===== src/rtl/pc_gen_pkg.sv =====
// pc_pkg: shared state encoding and redirect-select codes for the fetch PC generator
package pc_pkg;
  typedef enum logic [2:0] {BOOT, RUN, FLUSH, WAIT_TRAP, HALT} pc_state_e;
  localparam logic [1:0] SEL_BR   = 2'b00;
  localparam logic [1:0] SEL_JALR = 2'b10;
  localparam logic [1:0] SEL_TRAP = 2'b01;
  localparam logic [1:0] SEL_MRET = 2'b11;
endpackage


===== src/rtl/pc_gen_if.sv =====
// pc_gen_if: fetch handshake toward the IFU plus the redirect bus from EXU/trap unit
interface pc_gen_if #(parameter int WIDTH = 32);
  logic             out_valid;
  logic             out_ready;
  logic [WIDTH-1:0] out_pc;
  logic             fetch_is16;
  logic             redirect_valid;
  logic [1:0]       redirect_sel;
  logic [WIDTH-1:0] br_pc;
  logic [WIDTH-1:0] rs1;
  logic [WIDTH-1:0] imm;
  logic [WIDTH-1:0] mtvec;
  logic [WIDTH-1:0] mepc;
  modport master (output out_valid, out_pc,
                  input out_ready, fetch_is16, redirect_valid, redirect_sel, br_pc, rs1, imm, mtvec, mepc);
  modport slave (input out_valid, out_pc,
                 output out_ready, fetch_is16, redirect_valid, redirect_sel, br_pc, rs1, imm, mtvec, mepc);
endinterface


===== src/rtl/pc_gen_target_calc.sv =====
// pc_target_calc: redirect target mux with low-bit clearing and alignment check
module pc_target_calc
  import pc_pkg::*;
#(
  parameter int WIDTH = 32,
  parameter bit C_EXT = 1'b0
) (
  input  logic [1:0]       sel,
  input  logic [WIDTH-1:0] br_pc,
  input  logic [WIDTH-1:0] rs1,
  input  logic [WIDTH-1:0] imm,
  input  logic [WIDTH-1:0] mtvec,
  input  logic [WIDTH-1:0] mepc,
  output logic [WIDTH-1:0] target,
  output logic             misalign
);
  localparam logic [WIDTH-1:0] CLR1 = {{(WIDTH-1){1'b1}}, 1'b0};
  localparam logic [WIDTH-1:0] CLR2 = {{(WIDTH-2){1'b1}}, 2'b00};
  logic [WIDTH-1:0] jalr_sum;
  assign jalr_sum = rs1 + imm;
  always_comb begin
    target = sel == SEL_BR   ? br_pc + imm :
             sel == SEL_JALR ? jalr_sum & CLR1 :
             sel == SEL_TRAP ? mtvec & CLR2 :
                               mepc & (C_EXT ? CLR1 : CLR2);
    // trap/mret targets are forced aligned, so only branch-type targets can fault
    misalign = !sel[0] && (target[0] || (!C_EXT && target[1]));
  end
endmodule


===== src/rtl/pc_gen.sv =====
// pc_gen: fetch PC register with valid/ready offer, redirects, misalign parking and sticky halt
module pc_gen
  import pc_pkg::*;
#(
  parameter int              WIDTH     = 32,
  parameter logic [WIDTH-1:0] RESET_VEC = 32'h8000_0000,
  parameter bit              C_EXT     = 1'b0
) (
  input  logic             clk,
  input  logic             rst,
  pc_gen_if.master         bus,
  input  logic             halt_req,
  output logic             halted,
  output logic             misalign_valid,
  output logic [WIDTH-1:0] misalign_addr
);
  pc_state_e        state, state_n;
  logic [WIDTH-1:0] pc, pc_n, target, ma_n;
  logic             misalign, mv_n, fire, redir, halt_go;
  pc_target_calc #(.WIDTH(WIDTH), .C_EXT(C_EXT)) u_calc (
    .sel(bus.redirect_sel), .br_pc(bus.br_pc), .rs1(bus.rs1), .imm(bus.imm),
    .mtvec(bus.mtvec), .mepc(bus.mepc), .target(target), .misalign(misalign)
  );
  assign bus.out_valid = state == RUN;
  assign bus.out_pc    = pc;
  assign halted        = state == HALT;
  assign fire    = bus.out_valid && bus.out_ready;
  assign redir   = bus.redirect_valid && state inside {RUN, FLUSH, WAIT_TRAP};
  assign halt_go = halt_req && state != BOOT;
  always_comb begin
    state_n = (state == BOOT || state == FLUSH) ? RUN : state;
    pc_n    = fire ? pc + WIDTH'(C_EXT && bus.fetch_is16 ? 2 : 4) : pc;
    mv_n    = 1'b0;
    ma_n    = misalign_addr;
    if (halt_go) begin
      state_n = HALT;
      pc_n    = pc;
    end else if (redir) begin
      state_n = misalign ? WAIT_TRAP : FLUSH;
      pc_n    = misalign ? pc : target;
      mv_n    = misalign;
      ma_n    = misalign ? target : misalign_addr;
    end
  end
  always_ff @(posedge clk) begin
    if (rst) begin
      state          <= BOOT;
      pc             <= RESET_VEC;
      misalign_valid <= 1'b0;
      misalign_addr  <= '0;
    end else begin
      state          <= state_n;
      pc             <= pc_n;
      misalign_valid <= mv_n;
      misalign_addr  <= ma_n;
    end
  end
endmodule


===== src/flat_wrapper.sv =====
// flat-port wrapper written by rule: the top's interface ports become plain ports
module pc_gen_flat import pc_pkg::*;
#(
  parameter int              WIDTH     = 32,
  parameter logic [WIDTH-1:0] RESET_VEC = 32'h8000_0000,
  parameter bit              C_EXT     = 1'b0
)
  (clk, rst, halt_req, halted, misalign_valid, misalign_addr, bus_out_valid, bus_out_pc, bus_out_ready, bus_fetch_is16, bus_redirect_valid, bus_redirect_sel, bus_br_pc, bus_rs1, bus_imm, bus_mtvec, bus_mepc);
  pc_gen_if #(.WIDTH(WIDTH)) bus_i ();
  input  logic clk;
  input  logic rst;
  input  logic halt_req;
  output logic halted;
  output logic misalign_valid;
  output logic [WIDTH-1:0] misalign_addr;
  output wire logic [$bits(bus_i.out_valid)-1:0] bus_out_valid;
  output wire logic [$bits(bus_i.out_pc)-1:0] bus_out_pc;
  input wire logic [$bits(bus_i.out_ready)-1:0] bus_out_ready;
  input wire logic [$bits(bus_i.fetch_is16)-1:0] bus_fetch_is16;
  input wire logic [$bits(bus_i.redirect_valid)-1:0] bus_redirect_valid;
  input wire logic [$bits(bus_i.redirect_sel)-1:0] bus_redirect_sel;
  input wire logic [$bits(bus_i.br_pc)-1:0] bus_br_pc;
  input wire logic [$bits(bus_i.rs1)-1:0] bus_rs1;
  input wire logic [$bits(bus_i.imm)-1:0] bus_imm;
  input wire logic [$bits(bus_i.mtvec)-1:0] bus_mtvec;
  input wire logic [$bits(bus_i.mepc)-1:0] bus_mepc;
  assign bus_out_valid = bus_i.out_valid;
  assign bus_out_pc = bus_i.out_pc;
  assign bus_i.out_ready = bus_out_ready;
  assign bus_i.fetch_is16 = bus_fetch_is16;
  assign bus_i.redirect_valid = bus_redirect_valid;
  assign bus_i.redirect_sel = bus_redirect_sel;
  assign bus_i.br_pc = bus_br_pc;
  assign bus_i.rs1 = bus_rs1;
  assign bus_i.imm = bus_imm;
  assign bus_i.mtvec = bus_mtvec;
  assign bus_i.mepc = bus_mepc;
  pc_gen #(.WIDTH(WIDTH), .RESET_VEC(RESET_VEC), .C_EXT(C_EXT)) u_core (.clk(clk), .rst(rst), .bus(bus_i), .halt_req(halt_req), .halted(halted), .misalign_valid(misalign_valid), .misalign_addr(misalign_addr));
endmodule

===== config.mk =====
export PLATFORM = sky130hd
export DESIGN_NAME = pc_gen_flat
export DESIGN_NICKNAME = d
export VERILOG_FILES = /design/src/rtl/pc_gen_pkg.sv /design/src/rtl/pc_gen_if.sv /design/src/rtl/pc_gen_target_calc.sv /design/src/rtl/pc_gen.sv /design/src/flat_wrapper.sv
export SDC_FILE = /design/constraint.sdc
export NUM_CORES = 1
export LEC_CHECK = 0
export CORE_ASPECT_RATIO = 2
export CORE_UTILIZATION = 46
export DETAILED_ROUTE_END_ITERATION = 8
export PLACE_DENSITY = 0.79
export SETUP_SLACK_MARGIN = 0.2
export SLEW_MARGIN = 40
export SYNTH_ARGS = -nofsm -noshare
export SYNTH_HDL_FRONTEND = slang
export SYNTH_SLANG_ARGS = --single-unit

===== constraint.sdc =====
create_clock -name clk -period 7 [get_ports clk]
set_input_delay 1.75 -clock clk [delete_from_list [all_inputs] [get_ports clk]]
set_output_delay 1.75 -clock clk [all_outputs]
set_load 0.02 [all_outputs]

==> results of run 1 <==
per-stage QoR:
stage	hold slack, ns	power [W]
after floorplan	0.498	0.000869
after global placement	0.443	0.00115
after detailed placement	0.448	0.00115
after CTS	0.454	0.00161
after global routing	0.471	0.00169
final	0.454	0.00161
cell usage after synthesis, types with 8 or more instances:
| library cell | instances |
|---|---|
| nor3_1 | 27 |
| xor2_1 | 14 |
| nand2_1 | 108 |
| o21ai_1 | 13 |
| clkbuf_1 | 51 |
| nand4_1 | 20 |
| or3_1 | 12 |
| nor2_1 | 75 |
| a211oi_1 | 20 |
| a21oi_1 | 106 |
| o21a_1 | 12 |
| dfxtp_1 | 68 |
| inv_1 | 20 |
| nand3_1 | 45 |
| ha_1 | 62 |
| o211ai_1 | 14 |
| and2_1 | 12 |
| xnor2_1 | 20 |
| o21ai_0 | 55 |
| and3_1 | 19 |
| nand2b_1 | 8 |
| a31oi_1 | 27 |
| mux2i_1 | 34 |
| a21o_1 | 35 |
| o22ai_1 | 11 |
| nor2b_1 | 9 |
metal layers:
layer	GRT usage, %	vias up
met5	0	-
met4	31.1	0
met3	5.46	167
met2	65.6	433
met1	33.8	4371
li1	-	4410
path summary, 6_finish.rpt:
kind,to,slack (ns),depth (start not counted)
worst max-delay path,u_core.misalign_addr[28],1.65,10
worst min-delay path,u_core.misalign_addr[6],0.45,2
worst max register to register,u_core.bus.out_pc[24],4.03,9
worst min register to register,u_core.misalign_addr[6],0.45,2
registers in the layout, summed over array words and instances (netlist names):
name	cells
u_core.misalign_addr	32
u_core.misalign_valid	1
u_core.state	3
u_core.bus.out_pc	32
layout make-up:
| class | count | area (um^2) |
|---|---|---|
| flip-flops and latches | 68 | 1360 |
| inverters | 21 | 78.8 |
| repair buffers | 243 | 2390 |
| fillers | 1498 | 5900 |
| diodes | 2 | 5.00 |
| well taps | 204 | 255 |
| clock buffers | 11 | 243 |
| multi-input cells | 902 | 6070 |
| clock inverters | 4 | 50.0 |
placed cells by master, fill, tap and decap left out, types with 34 or more instances in the layout:
| cell type | Yosys | final |
|---|---|---|
| nor2_1 | 75 | 74 |
| a21oi_1 | 106 | 106 |
| dfxtp_1 | 68 | 68 |
| ha_1 | 62 | 62 |
| mux2i_1 | 34 | 34 |
| nand2_1 | 108 | 108 |
| o21ai_0 | 55 | 55 |
| a21o_1 | 35 | 35 |
| clkdlybuf4s50_1 | 0 | 227 |
| nand3_1 | 45 | 45 |
kinds of logic (layout without fill, tap and decap cells):
| group | Yosys count | after routing |
|---|---|---|
| muxes | 47 | 47 |
| buffers and inverters | 81 | 279 |
| xor gates and xnor gates | 34 | 34 |
| DFF | 68 | 68 |
| and+or+nand+nor | 372 | 372 |
| adders and majority gates | 64 | 64 |
| AOI/OAI and AO/OA | 385 | 385 |
| other | 0 | 2 |
worst max-delay path: cells and delay by family:
kind,cells,cell delay (ns)
AOI/OAI and AO/OA,8,2.92
buffers and inverters,1,0.46
adders and majority gates,1,0.39
power breakdown:
group / internal (W) / leakage [nW] / switching [W]
registers: 0.000407 / 0.551 / 0.0000226
logic: 0.000320 / 3.33 / 0.000413
clock network: 0.000283 / 0.138 / 0.000169
==> run metrics, run 1 <==
status=finished, final reports clean; core area=roughly 0.016 mm^2; metal3 WL=approximately 1.7 mm; r2r startpoint=u_core.bus.out_pc[2]; startpoint of the worst hold path=u_core.misalign_addr[6]; Net Count, Synth=roughly 1300; maxcap violations=0; uppermost routed layer=met4; Post-Route Setup TNS=0 ns; first drt pass iteration count=6; Setup crit start=bus_imm[9]; Placed Instances=approximately 1400; worst path cell trace=clkdlybuf4s50_1 > ha_1 > a21oi_1 > o211ai_1 > a41oi_1 > a31oi_1 > o21ai_0 > o2111ai_1 > a211oi_1 > a211oi_1; placed wire-length estimate=about 25 mm; drt initial violations=approximately 450; most frequent CP cell=a211oi_1; FFs w/ async S/R, synth=0%; Remaining Overflow, GRT=0; Core Rows=66; Chip Width=93.7 um; Worst Tran Pin Value=0.904 ns; clk_lat worst skew=approximately 0.34 ns; multiplexer share of the synthesized area=about 7.3%; EDFF count, synth=0; fmax=0.187 GHz; Critical Path Source Type=input port; # hold bufs at CTS=0; post-synth top area cell=dfxtp_1; Pleak=roughly 4 nW; metal2 WL=16.4 mm; routed metal-1 wire length=about 10 mm; pre-CTS WS=between 1 and 1.5 ns; vias per cell=about 6.4; die height=about 190 um; final wirelength=between 30 and 40 mm; post-CTS sizing=0; crit share post-route=between 70 and 80%; share of cells above drive strength 1=4.96%; Post-Synth XOR/XNOR Area=~3.8%; Layout Skew=approximately 0.0059 ns; crit-path max FO=6; Clock Path Buffers=2; Hold WC Path Type=flip-flop to flip-flop; minimum clock period=5.35 ns; required time of the critical path=7.19 ns; largest family of logic cells by synthesized area=compound AO/OA/AOI/OAI gates; Final WS setup=between 1.5 and 2 ns; Synth Area in Adders=roughly a tenth; die area=roughly 0.017 mm^2; clk root buf=clkbuf_16; Slew Limit Fails=0; Setup violations, final=0; H-tree levels=3; number of port buffers=approximately 230; final core occ=roughly 64%; TritonCTS clock tree=done; final std cells w/o fill=roughly 1500; vias=approximately 9400; top cell type's share of synthesized area=~18%; Final Hold Vio Count=0; area delta synth->final=35.0%; Routability Congestion=roughly 1; Setup Crit Path Kind=input port to flip-flop; Synth Area in Simple Gates=a little under a quarter; Post-CTS Setup Inserts=0; worst rel slew slack=39.4%; Avg Inst Size Synth=approximately 7.4 um^2; Cell Area, Synth=between 0.007 and 0.008 mm^2; largest net degree at the start of global routing=55; fin nets=1477; number of global-route vias before repair=9434; initial antenna violation count=2; Reg clk slew, reported paths=roughly 0.050 ns; I/O Pins=~240; top_reg_cell synth=dfxtp_1; Num CTS Buffers=9; first-pass GRT wire length=47.8 mm; critical path arrival=roughly 5.5 ns; WL/cell=about 22 um; complex-gate fraction of the synthesized area=around a third; Syn Inst Count=about 1100; post-route DRC violation count=0; top cells by area, synth=dfxtp_1 18%, ha_1 10%, a21oi_1 6.9%; Total Routing Usage GR=~36%; Max IR drop VDD=around 0.12 mV; Sink Count=68; P per Cell Area=between 150 and 200 mW/mm^2; Finished Cell Area=about 0.010 mm^2; crit end category=flip-flop; dpl cell area=0.0102 mm^2; largest stage delay on the critical path=around 0.69 ns; CP max-delay cell=a211oi_1; starting density of the core=around 47%; RSZ-0062 raised after global routing=no; number of synthesized register bits=between 60 and 70; register area share after synthesis=between 15 and 20%; synth warn=0; count of cell types in the netlist=80; DRT antenna net count=0
(Power assumes the default switching activity.)
==> run 2: changes to the inputs <==
- clock period: 7 -> 5.29 ns (I/O delays scaled with it)
==> run metrics, run 2 (synthesized netlist as in run 1, its figures left out) <==
Layout fillers=1475 (was 1498); die height=185 um (unchanged); I/O Pins=235 (unchanged); die area=0.0174 mm^2 (unchanged); area delta synth->final=35.5% (was 35.0%); Internal=0.00136 W (was 0.00101 W); Reg clk slew, reported paths=0.05 ns (about the same); Hold WC Path Type=flip-flop to flip-flop (unchanged); commonest non-fill, non-tap cell in the layout=clkdlybuf4s50_1 (unchanged); worst path cell trace=clkdlybuf4s50_1 > ha_1 > inv_1 > fa_1 > nor2b_1 > o31ai_2 > a2111o_1 > a21o_1 > o211a_4 > o21ai_2 > mux2_1 > o31ai_1 (was clkdlybuf4s50_1 > ha_1 > a21oi_1 > o211ai_1 > a41oi_1 > a31oi_1 > o21ai_0 > o2111ai_1 > a211oi_1 > a211oi_1); share of power burned in the clock network=28.3% (was 28.0%); vias per cell=6.43 (was 6.45); Flop pwr share=26.5% (was 26.6%); # hold bufs at CTS=0 (unchanged); CP max-delay cell=clkdlybuf4s50_1 (was a211oi_1); clk root buf=clkbuf_16 (unchanged); first-pass GRT wire length=45.0 mm (was 47.8 mm); Sink Count=68 (unchanged); Final Hold Vio Count=0 (unchanged); WL/cell=20.6 um (was 21.5 um); Chip Width=93.7 um (unchanged); Layout Skew=0.00727 ns (was 0.00585 ns); number of global-route vias before repair=8963 (was 9434); NetSw=0.000788 W (was 0.000605 W); Max IR drop VDD=0.173 mV (was 0.123 mV); Setup Crit Path Kind=input port to flip-flop (unchanged); Total Routing Usage GR=33.5% (was 35.9%); status=finished, final reports clean (unchanged); Comb pwr share=45.2% (was 45.4%); placed wire-length estimate=24.6 mm (was 25.1 mm); vias=9378 (was 9381); crit-path max FO=4 (was 6); crit share post-route=a little over four fifths; Pleak=4.04 nW (was 4.02 nW); post-route DRC violation count=0 (unchanged); H-tree levels=3 (unchanged); core area=0.0164 mm^2 (unchanged); worst path bufs/invs=2 (was 1); most frequent cells in the layout=227 x clkdlybuf4s50_1, 108 x nand2_1, 106 x a21oi_1 (unchanged); P per Cell Area=204 mW/mm^2 (was 155 mW/mm^2); Post-Route Setup TNS=0 ns (unchanged); Clock Path Buffers=2 (unchanged); number of port buffers=229 (unchanged); Post-CTS Setup Inserts=0 (unchanged); TritonCTS clock tree=done (unchanged); post-CTS sizing=0 (unchanged); Critical Path Source Type=input port (unchanged); DRT antenna net count=0 (unchanged); starting density of the core=47.3% (unchanged); crit end category=flip-flop (unchanged); largest net degree at the start of global routing=54 (was 55); Worst Tran Pin Value=0.746 ns (was 0.904 ns); final core occ=64.2% (was 63.9%); largest stage delay on the critical path=0.53 ns (was 0.69 ns); worst rel slew slack=49.9% (was 39.4%); fmax=0.226 GHz; share of cells above drive strength 1=5.35% (was 4.96%); Core Rows=66 (unchanged); drt initial violations=488 (was 446); family with the most delay on the worst path=compound AO/OA/AOI/OAI gates (unchanged); clk_lat worst skew=0.33 ns (was 0.34 ns); initial antenna violation count=2 (unchanged); critical path arrival=4.66 ns (was 5.53 ns); Slew Limit Fails=0 (unchanged); first drt pass iteration count=5 (was 6); fin nets=1481 (was 1477); Remaining Overflow, GRT=0 (unchanged); RSZ-0062 raised after global routing=no (unchanged); Num CTS Buffers=9 (unchanged); Routability Congestion=1.04 (was 1.00); minimum clock period=4.43 ns; required time of the critical path=5.53 ns (was 7.19 ns); final wirelength=30.1 mm (was 31.3 mm); switching part of the total=36.8% (was 37.5%); Setup violations, final=0 (unchanged); maxcap violations=0 (unchanged)
==> run 2: cell type report <==
class | instances | area (um^2) | share of cell area [%]
antenna | 2 | 5.00 | 0.0477
clock buffer | 12 | 256 | 2.44
clock inverter | 3 | 46.3 | 0.441
inverter | 21 | 78.8 | 0.751
multi-input combinational | 902 | 6070 | 57.9
sequential | 68 | 1360 | 13.0
tap | 204 | 255 | 2.43
timing repair buffer | 247 | 2420 | 23.0
==> run 2: through the flow <==
step	instance area (um^2)	setup slack, ns	hold WS (ns)	cells	power [W]
5_1_grt	10500	0.731	0.477	1459	0.00224
6_report	10500	0.863	0.456	1459	0.00214
4_1_cts	10500	0.877	0.459	1457	0.00213
2_1_floorplan	7740	1.48	0.498	1051	0.00115
3_5_place_dp	10200	0.561	0.452	1442	0.00152
3_3_place_gp	10200	0.638	0.442	1442	0.00151
==> run 2: layer usage <==
layer  global-route usage, %  up-vias  wire (um)
li1                        -     4409          -
met1                    32.2     4334       9940
met2                    62.5      485      15800
met3                    3.41      150       1740
met4                    27.4        0       2580
met5                       0        -          0
==> run 2: worst reg2reg max path: cells and delay by family (launching register included) <==
| kind | cells | cell delay [ns] |
|---|---|---|
| fa+ha+maj | 1 | 0.23 |
| simple gates | 5 | 1.59 |
| compound gates | 3 | 0.48 |
| flops | 1 | 0.47 |
==> run 2: path summary, 6_finish.rpt <==
| kind | from | to | slack, ns | depth (start not counted) |
|---|---|---|---|---|
| hold reg to reg | u_core.misalign_addr[15] | u_core.misalign_addr[15] | 0.46 | 2 |
| hold / removal | u_core.misalign_addr[15] | u_core.misalign_addr[15] | 0.46 | 2 |
| setup / recovery | bus_imm[0] | u_core.bus.out_pc[26] | 0.86 | 12 |
| setup reg to reg | u_core.bus.out_pc[2] | u_core.bus.out_pc[24] | 2.42 | 9 |
==> run 2: power by group through the flow <==
| stage | clock, W | combinational, W | sequential (W) |
|---|---|---|---|
| after floorplan | 0 | 0.000551 | 0.000598 |
| after global placement | 0 | 0.000936 | 0.000577 |
| after detailed placement | 0 | 0.000944 | 0.000577 |
| after CTS | 0.000611 | 0.000950 | 0.000566 |
| after global routing | 0.000631 | 0.00103 | 0.000571 |
| final | 0.000607 | 0.000968 | 0.000567 |
==> patch 1, RTL diff (config.mk and constraints of run 2) <==
Take the reset off `misalign_addr` and load it in a clocked block of its own.
--- a/src/rtl/pc_gen.sv
+++ b/src/rtl/pc_gen.sv
@@ -47,13 +47,15 @@
       state          <= BOOT;
       pc             <= RESET_VEC;
       misalign_valid <= 1'b0;
-      misalign_addr  <= '0;
     end else begin
       state          <= state_n;
       pc             <= pc_n;
       misalign_valid <= mv_n;
-      misalign_addr  <= ma_n;
     end
+  end
+
+  always_ff @(posedge clk) begin
+    misalign_addr <= ma_n;
   end
 endmodule
 
Check against the original RTL: differs if rst is asserted again (counterexample within 4 cycles, from zero or initial values and one cycle with rst high); with rst held inactive, the same outputs for 10 cycles.
==> patch 1 against run 2 <==
- routed wire length decreased by 4.7%
- highest routed layer unchanged
- cell area shrank 2.0%
- power fell by 5.8%
- setup slack worse by 0.11 ns
- sequential cell count unchanged
- first-iteration DRC count rose by 22%
- synthesized area is 1.9% lower
- clock power fell by 12%
- final cell count fell by 4.7%
==> patch 1: results (changes against run 2) <==
| Metric | Value |
|---|---|
| Outcome | finished, final reports clean (unchanged) |
| Longest Clk Path Bufs | 2 (unchanged) |
| 1st-iter DRT viols | 594 (was 488) |
| Seq/Total Area, Yosys | 22.1% (was 17.6%) |
| Clk_skew | 0.00477 ns (was 0.00727 ns) |
| Slowest-stage cell, CP | clkdlybuf4s50_1 (unchanged) |
| Root Driver | clkbuf_16 (unchanged) |
| Number of synthesized flops with an enable pin | 32 (was 0) |
| Max VDD drop | 152 uV (was 173 uV) |
| Largest net degree at the start of global routing | 36 (was 54) |
| PostCTS Resize Cnt | 0 (unchanged) |
| Postcts setup bufs | 0 (unchanged) |
| Number of antenna violations at the first check in global routing | 6 (was 2) |
| I/O Buffers | 229 (unchanged) |
| CP peak stage delay | 0.57 ns (was 0.53 ns) |
| Gpl congestion | 0.996 (was 1.04) |
| Max_slew headroom | 47.1% (was 49.9%) |
| First-pass GRT wire length | 43700 um (was 45000 um) |
| HP Class | flip-flop to flip-flop (unchanged) |
| CTS Buf Count | 9 (unchanged) |
| Total GRT Usage | 33.2% (was 33.5%) |
| Ys async rst share | 0% (unchanged) |
| Slew Limit Fails | 0 (unchanged) |
| DRC Markers | 0 (unchanged) |
| # fillers | 1493 (was 1475) |
| Max FO, Critical Path | 4 (unchanged) |
| 1st-pass router iterations | 5 (unchanged) |
| WP data arrival | 4.76 ns (was 4.66 ns) |
| Clk Latency, worst-skew pair | 0.33 ns (about the same) |
| Top post-synthesis cells by count | a21oi_1 (108), nor2_1 (91), nand2_1 (83), ha_1 (62), o21ai_0 (57) (was nand2_1 (108), a21oi_1 (106), nor2_1 (75), dfxtp_1 (68), ha_1 (62)) |
| Synth Warn # | 0 (unchanged) |
| Via/cell ratio | 6.20 (was 6.43) |
| Number of library cell types mapped by synthesis | 91 (was 80) |
| Post-DP HPWL | 23400 um (was 24600 um) |
| Synth Flop Type | dfxtp_1 (unchanged) |
| H-tree levels | 3 (unchanged) |
| Syn Nets | 1202 (was 1283) |
| Post-Route WL | 28600 um (was 30100 um) |
| Leak pwr | 3.81 nW (was 4.04 nW) |
| Share of cells above drive strength 1 | 5.42% (was 5.35%) |
| Vias in the first global route | 8480 (was 8963) |
| Ranking of synthesized cells by area | edfxtp_1 (13%), ha_1 (10%), dfxtp_1 (9.5%), a21oi_1 (7.1%), nor2_1 (4.5%) (was dfxtp_1 (18%), ha_1 (10%), a21oi_1 (6.9%), nand2_1 (5.2%), mux2i_1 (4.4%)) |
| Worst-path clk slew | 0.05 ns (about the same) |
| Delay-heaviest family, CP | compound AO/OA/AOI/OAI gates (unchanged) |
| Final nets | 1408 (was 1481) |
-- patch 1: cell types whose count changed in the layout (fill, tap and decap cells not counted), sizes merged, moves of 10 or more --
cell    delta
nand2     -24
a21o      -18
edfxtp    +32
a211oi    -10
nor2      +17
dfxtp     -32
a31oi     -13
-- patch 1: area by class of cell --
cell class / instances / share of cell area, %
Tap cell: 204 / 2.48
Inverter: 27 / 0.986
Sequential cell: 68 / 16.4
Clock buffer: 13 / 2.43
Clock inverter: 3 / 0.122
Multi-Input combinational cell: 824 / 54.0
Antenna cell: 6 / 0.146
Timing Repair Buffer: 246 / 23.5
-- patch 1: per-stage QoR --
stage | std cells | hold WS (ns) | cell area (um^2) | worst slack (ns) | total power [mW]
4_1_cts | 1385 | 0.488 | 10300 | 0.807 | 2.00
2_1_floorplan | 970 | 0.492 | 7590 | 0.365 | 1.14
6_report | 1391 | 0.484 | 10300 | 0.752 | 2.02
5_1_grt | 1391 | 0.499 | 10300 | 0.645 | 2.11
3_3_place_gp | 1369 | 0.479 | 10000 | 0.552 | 1.47
3_5_place_dp | 1369 | 0.480 | 10000 | 0.502 | 1.47
-- patch 1: power breakdown --
group / switching, mW / internal, mW / total [mW]
logic: 0.492 / 0.397 / 0.889
clock network: 0.209 / 0.326 / 0.535
registers: 0.0172 / 0.577 / 0.594
-- patch 1: path summary, 6_finish.rpt --
path	start	to	slack, ns	cells after the start
max	bus_imm[1]	u_core.bus.out_pc[28]$_SDFFE_PP0P_	0.75	12
min	u_core.bus.out_pc[0]$_SDFFE_PP0P_	u_core.bus.out_pc[0]$_SDFFE_PP0P_	0.48	1
max reg2reg	u_core.bus.out_pc[2]$_SDFFE_PP0P_	u_core.bus.out_pc[30]$_SDFFE_PP0P_	2.61	10
min reg2reg	u_core.bus.out_pc[0]$_SDFFE_PP0P_	u_core.bus.out_pc[0]$_SDFFE_PP0P_	0.48	1
-- patch 1: per-layer routing --
layer	track usage, %	routed length [um]	vias to the layer above
li1	-	-	4099
met3	2.89	1380	120
met5	0	0	-
met1	33.6	10000	3991
met4	25.2	2220	0
met2	61.4	15000	417
-- patch 1: cell families (layout without fill, tap and decap cells) --
group | count (synthesis) | in the layout | share of synthesized area (%)
AO/OA/AOI/OAI | 337 | 337 | 29.0
other | 0 | 6 | 0
multiplexers | 37 | 37 | 6.06
adder cells (fa/ha/maj) | 64 | 64 | 10.7
AND/OR/NAND/NOR | 339 | 339 | 21.7
XOR/XNOR | 47 | 47 | 5.42
buffers and inverters | 78 | 289 | 4.89
flip-flops | 68 | 68 | 22.1
==> patch 2, RTL diff (settings of run 2) <==
Without the edit above. `C_EXT` is set to 1'b0 in 3 places; all go to 1'b1.
--- a/src/rtl/pc_gen_target_calc.sv
+++ b/src/rtl/pc_gen_target_calc.sv
@@ -3,7 +3,7 @@
   import pc_pkg::*;
 #(
   parameter int WIDTH = 32,
-  parameter bit C_EXT = 1'b0
+  parameter bit C_EXT = 1'b1
 ) (
   input  logic [1:0]       sel,
   input  logic [WIDTH-1:0] br_pc,
--- a/src/rtl/pc_gen.sv
+++ b/src/rtl/pc_gen.sv
@@ -4,7 +4,7 @@
 #(
   parameter int              WIDTH     = 32,
   parameter logic [WIDTH-1:0] RESET_VEC = 32'h8000_0000,
-  parameter bit              C_EXT     = 1'b0
+  parameter bit              C_EXT     = 1'b1
 ) (
   input  logic             clk,
   input  logic             rst,
--- a/src/flat_wrapper.sv
+++ b/src/flat_wrapper.sv
@@ -3,7 +3,7 @@
 #(
   parameter int              WIDTH     = 32,
   parameter logic [WIDTH-1:0] RESET_VEC = 32'h8000_0000,
-  parameter bit              C_EXT     = 1'b0
+  parameter bit              C_EXT     = 1'b1
 )
   (clk, rst, halt_req, halted, misalign_valid, misalign_addr, bus_out_valid, bus_out_pc, bus_out_ready, bus_fetch_is16, bus_redirect_valid, bus_redirect_sel, bus_br_pc, bus_rs1, bus_imm, bus_mtvec, bus_mepc);
   pc_gen_if #(.WIDTH(WIDTH)) bus_i ();
Behaviour: not the same (a bounded check fails within 4 cycles, from zero or initial values and one cycle with rst high).
==> patch 2 against run 2 <==
- power fell by 2.9%
- count of clock-buffer cells in the layout did not move
- synthesized area fell by 0.58%
- final cell count fell by 2.6%
- cell area fell by 0.99%
- register-to-register slack improved by 0.30 ns
- sequential cell count did not move
- routed wire length fell by 7.3%
- setup slack improved by 0.16 ns
- clock power barely moved
- synthesized cell count fell by 3.0%
- critical endpoint is now u_core.misalign_addr[20]$_SDFFE_PP0P_
==> patch 2: results (changes against run 2) <==
| Metric | Value |
|---|---|
| WP data arrival | 4.52 ns (was 4.66 ns) |
| Seq/Total Area, Yosys | 17.7% (was 17.6%) |
| Mapped Cells | 1019 (was 1051) |
| ANT cells | 0 (was 2) |
| Final Critical Period | 4.27 ns (was 4.43 ns) |
| Number of library cell types mapped by synthesis | 89 (was 80) |
| 1st-iter DRT viols | 471 (was 488) |
| Ranking of synthesized cells by area | dfxtp_1 (18%), ha_1 (10%), a21oi_1 (7.3%), nand2_1 (6.1%), o21ai_0 (4.1%) (was dfxtp_1 (18%), ha_1 (10%), a21oi_1 (6.9%), nand2_1 (5.2%), mux2i_1 (4.4%)) |
| Inst Count DP | 1405 (was 1442) |
| Flop-to-flop setup slack | 2.72 ns (was 2.42 ns) |
| Max VDD drop | 166 uV (was 173 uV) |
| Post-DP HPWL | 22400 um (was 24600 um) |
| Worst Setup EP | u_core.misalign_addr[20]$_SDFFE_PP0P_ (was u_core.bus.out_pc[26]$_SDFFE_PP0P_) |
| Outcome | finished, final reports clean (unchanged) |
| Leak pwr | 3.86 nW (was 4.04 nW) |
| Clk_skew | 0.00648 ns (was 0.00727 ns) |
| Via/cell ratio | 6.20 (was 6.43) |
| First-pass GRT wire length | 42900 um (was 45000 um) |
| Routed wire per std cell | 19.6 um (was 20.6 um) |
| Crit Reg-Reg Endpoint | u_core.bus.out_pc[15]$_SDFFE_PP0P_ (was u_core.bus.out_pc[24]$_SDFFE_PP0P_) |
| Vias | 8806 (was 9378) |
| Instance area at placement | 0.0101 mm^2 (was 0.0102 mm^2) |
| Gpl congestion | 0.942 (was 1.04) |
| Total GRT Usage | 31.9% (was 33.5%) |
| I/O Buffers | 231 (was 229) |
| 1st-pass router iterations | 4 (was 5) |
[patch 2: cell count changes after synthesis, sizes merged, moves of 10 or more]
cell,before,now
buf,9,19
mux2i,34,14
a21oi,106,121
inv,21,11
clkbuf,51,41
nand2,108,128
[patch 2: cell families after synthesis]
kind of cell,Yosys count,synth area share (%)
AOI/OAI and AO/OA,358,31.7
and+or+nand+nor,370,23.1
buffers and inverters,71,3.84
muxes,36,6.94
xor gates and xnor gates,50,5.69
adders and majority gates,66,11.0
DFF,68,17.7
[patch 2: worst min path at each step]
stage | from | end | slack [ns] | cells past startpoint
floorplan | u_core.state[2]$_SDFFE_PP0P_ | u_core.state[2]$_SDFFE_PP0P_ | 0.53 | 2
global placement | u_core.misalign_addr[9]$_SDFFE_PP0P_ | u_core.misalign_addr[9]$_SDFFE_PP0P_ | 0.44 | 2
detailed placement | u_core.misalign_addr[23]$_SDFFE_PP0P_ | u_core.misalign_addr[23]$_SDFFE_PP0P_ | 0.45 | 2
CTS | u_core.misalign_addr[15]$_SDFFE_PP0P_ | u_core.misalign_addr[15]$_SDFFE_PP0P_ | 0.45 | 2
global route | u_core.misalign_addr[13]$_SDFFE_PP0P_ | u_core.misalign_addr[13]$_SDFFE_PP0P_ | 0.48 | 2
finish | u_core.misalign_addr[24]$_SDFFE_PP0P_ | u_core.misalign_addr[24]$_SDFFE_PP0P_ | 0.45 | 2
[patch 2: cell type report]
cell class	instances	area, um^2
Tap cell	204	255
Clock inverter	4	47.5
Fill cell	1439	5880
Inverter	11	41.3
Multi-Input combinational cell	880	6050
Sequential cell	68	1360
Clock buffer	12	256
Timing Repair Buffer	242	2380
[patch 2: critical path, delay by kind of cell]
| family | cells | cell delay, ns |
|---|---|---|
| adders and majority gates | 1 | 0.52 |
| AOI/OAI and AO/OA | 5 | 1.35 |
| and+or+nand+nor | 3 | 0.42 |
| muxes | 1 | 0.37 |
| buffers and inverters | 1 | 0.53 |
[patch 2: power by group through the flow]
stage / registers [mW] / clock network, mW / logic [mW]
after floorplan: 0.565 / 0 / 0.572
after global routing: 0.550 / 0.638 / 0.992
after detailed placement: 0.558 / 0 / 0.905
final: 0.547 / 0.609 / 0.924
after global placement: 0.557 / 0 / 0.897
after CTS: 0.547 / 0.612 / 0.911
[patch 2: metal layers]
metal / global-route usage, % / up-vias / wire [um]
met1: 32.4 / 4102 / 9780
li1: - / 4224 / -
met4: 21.0 / 0 / 1810
met3: 2.22 / 98 / 1380
met5: 0 / - / 0
met2: 60.9 / 382 / 14900
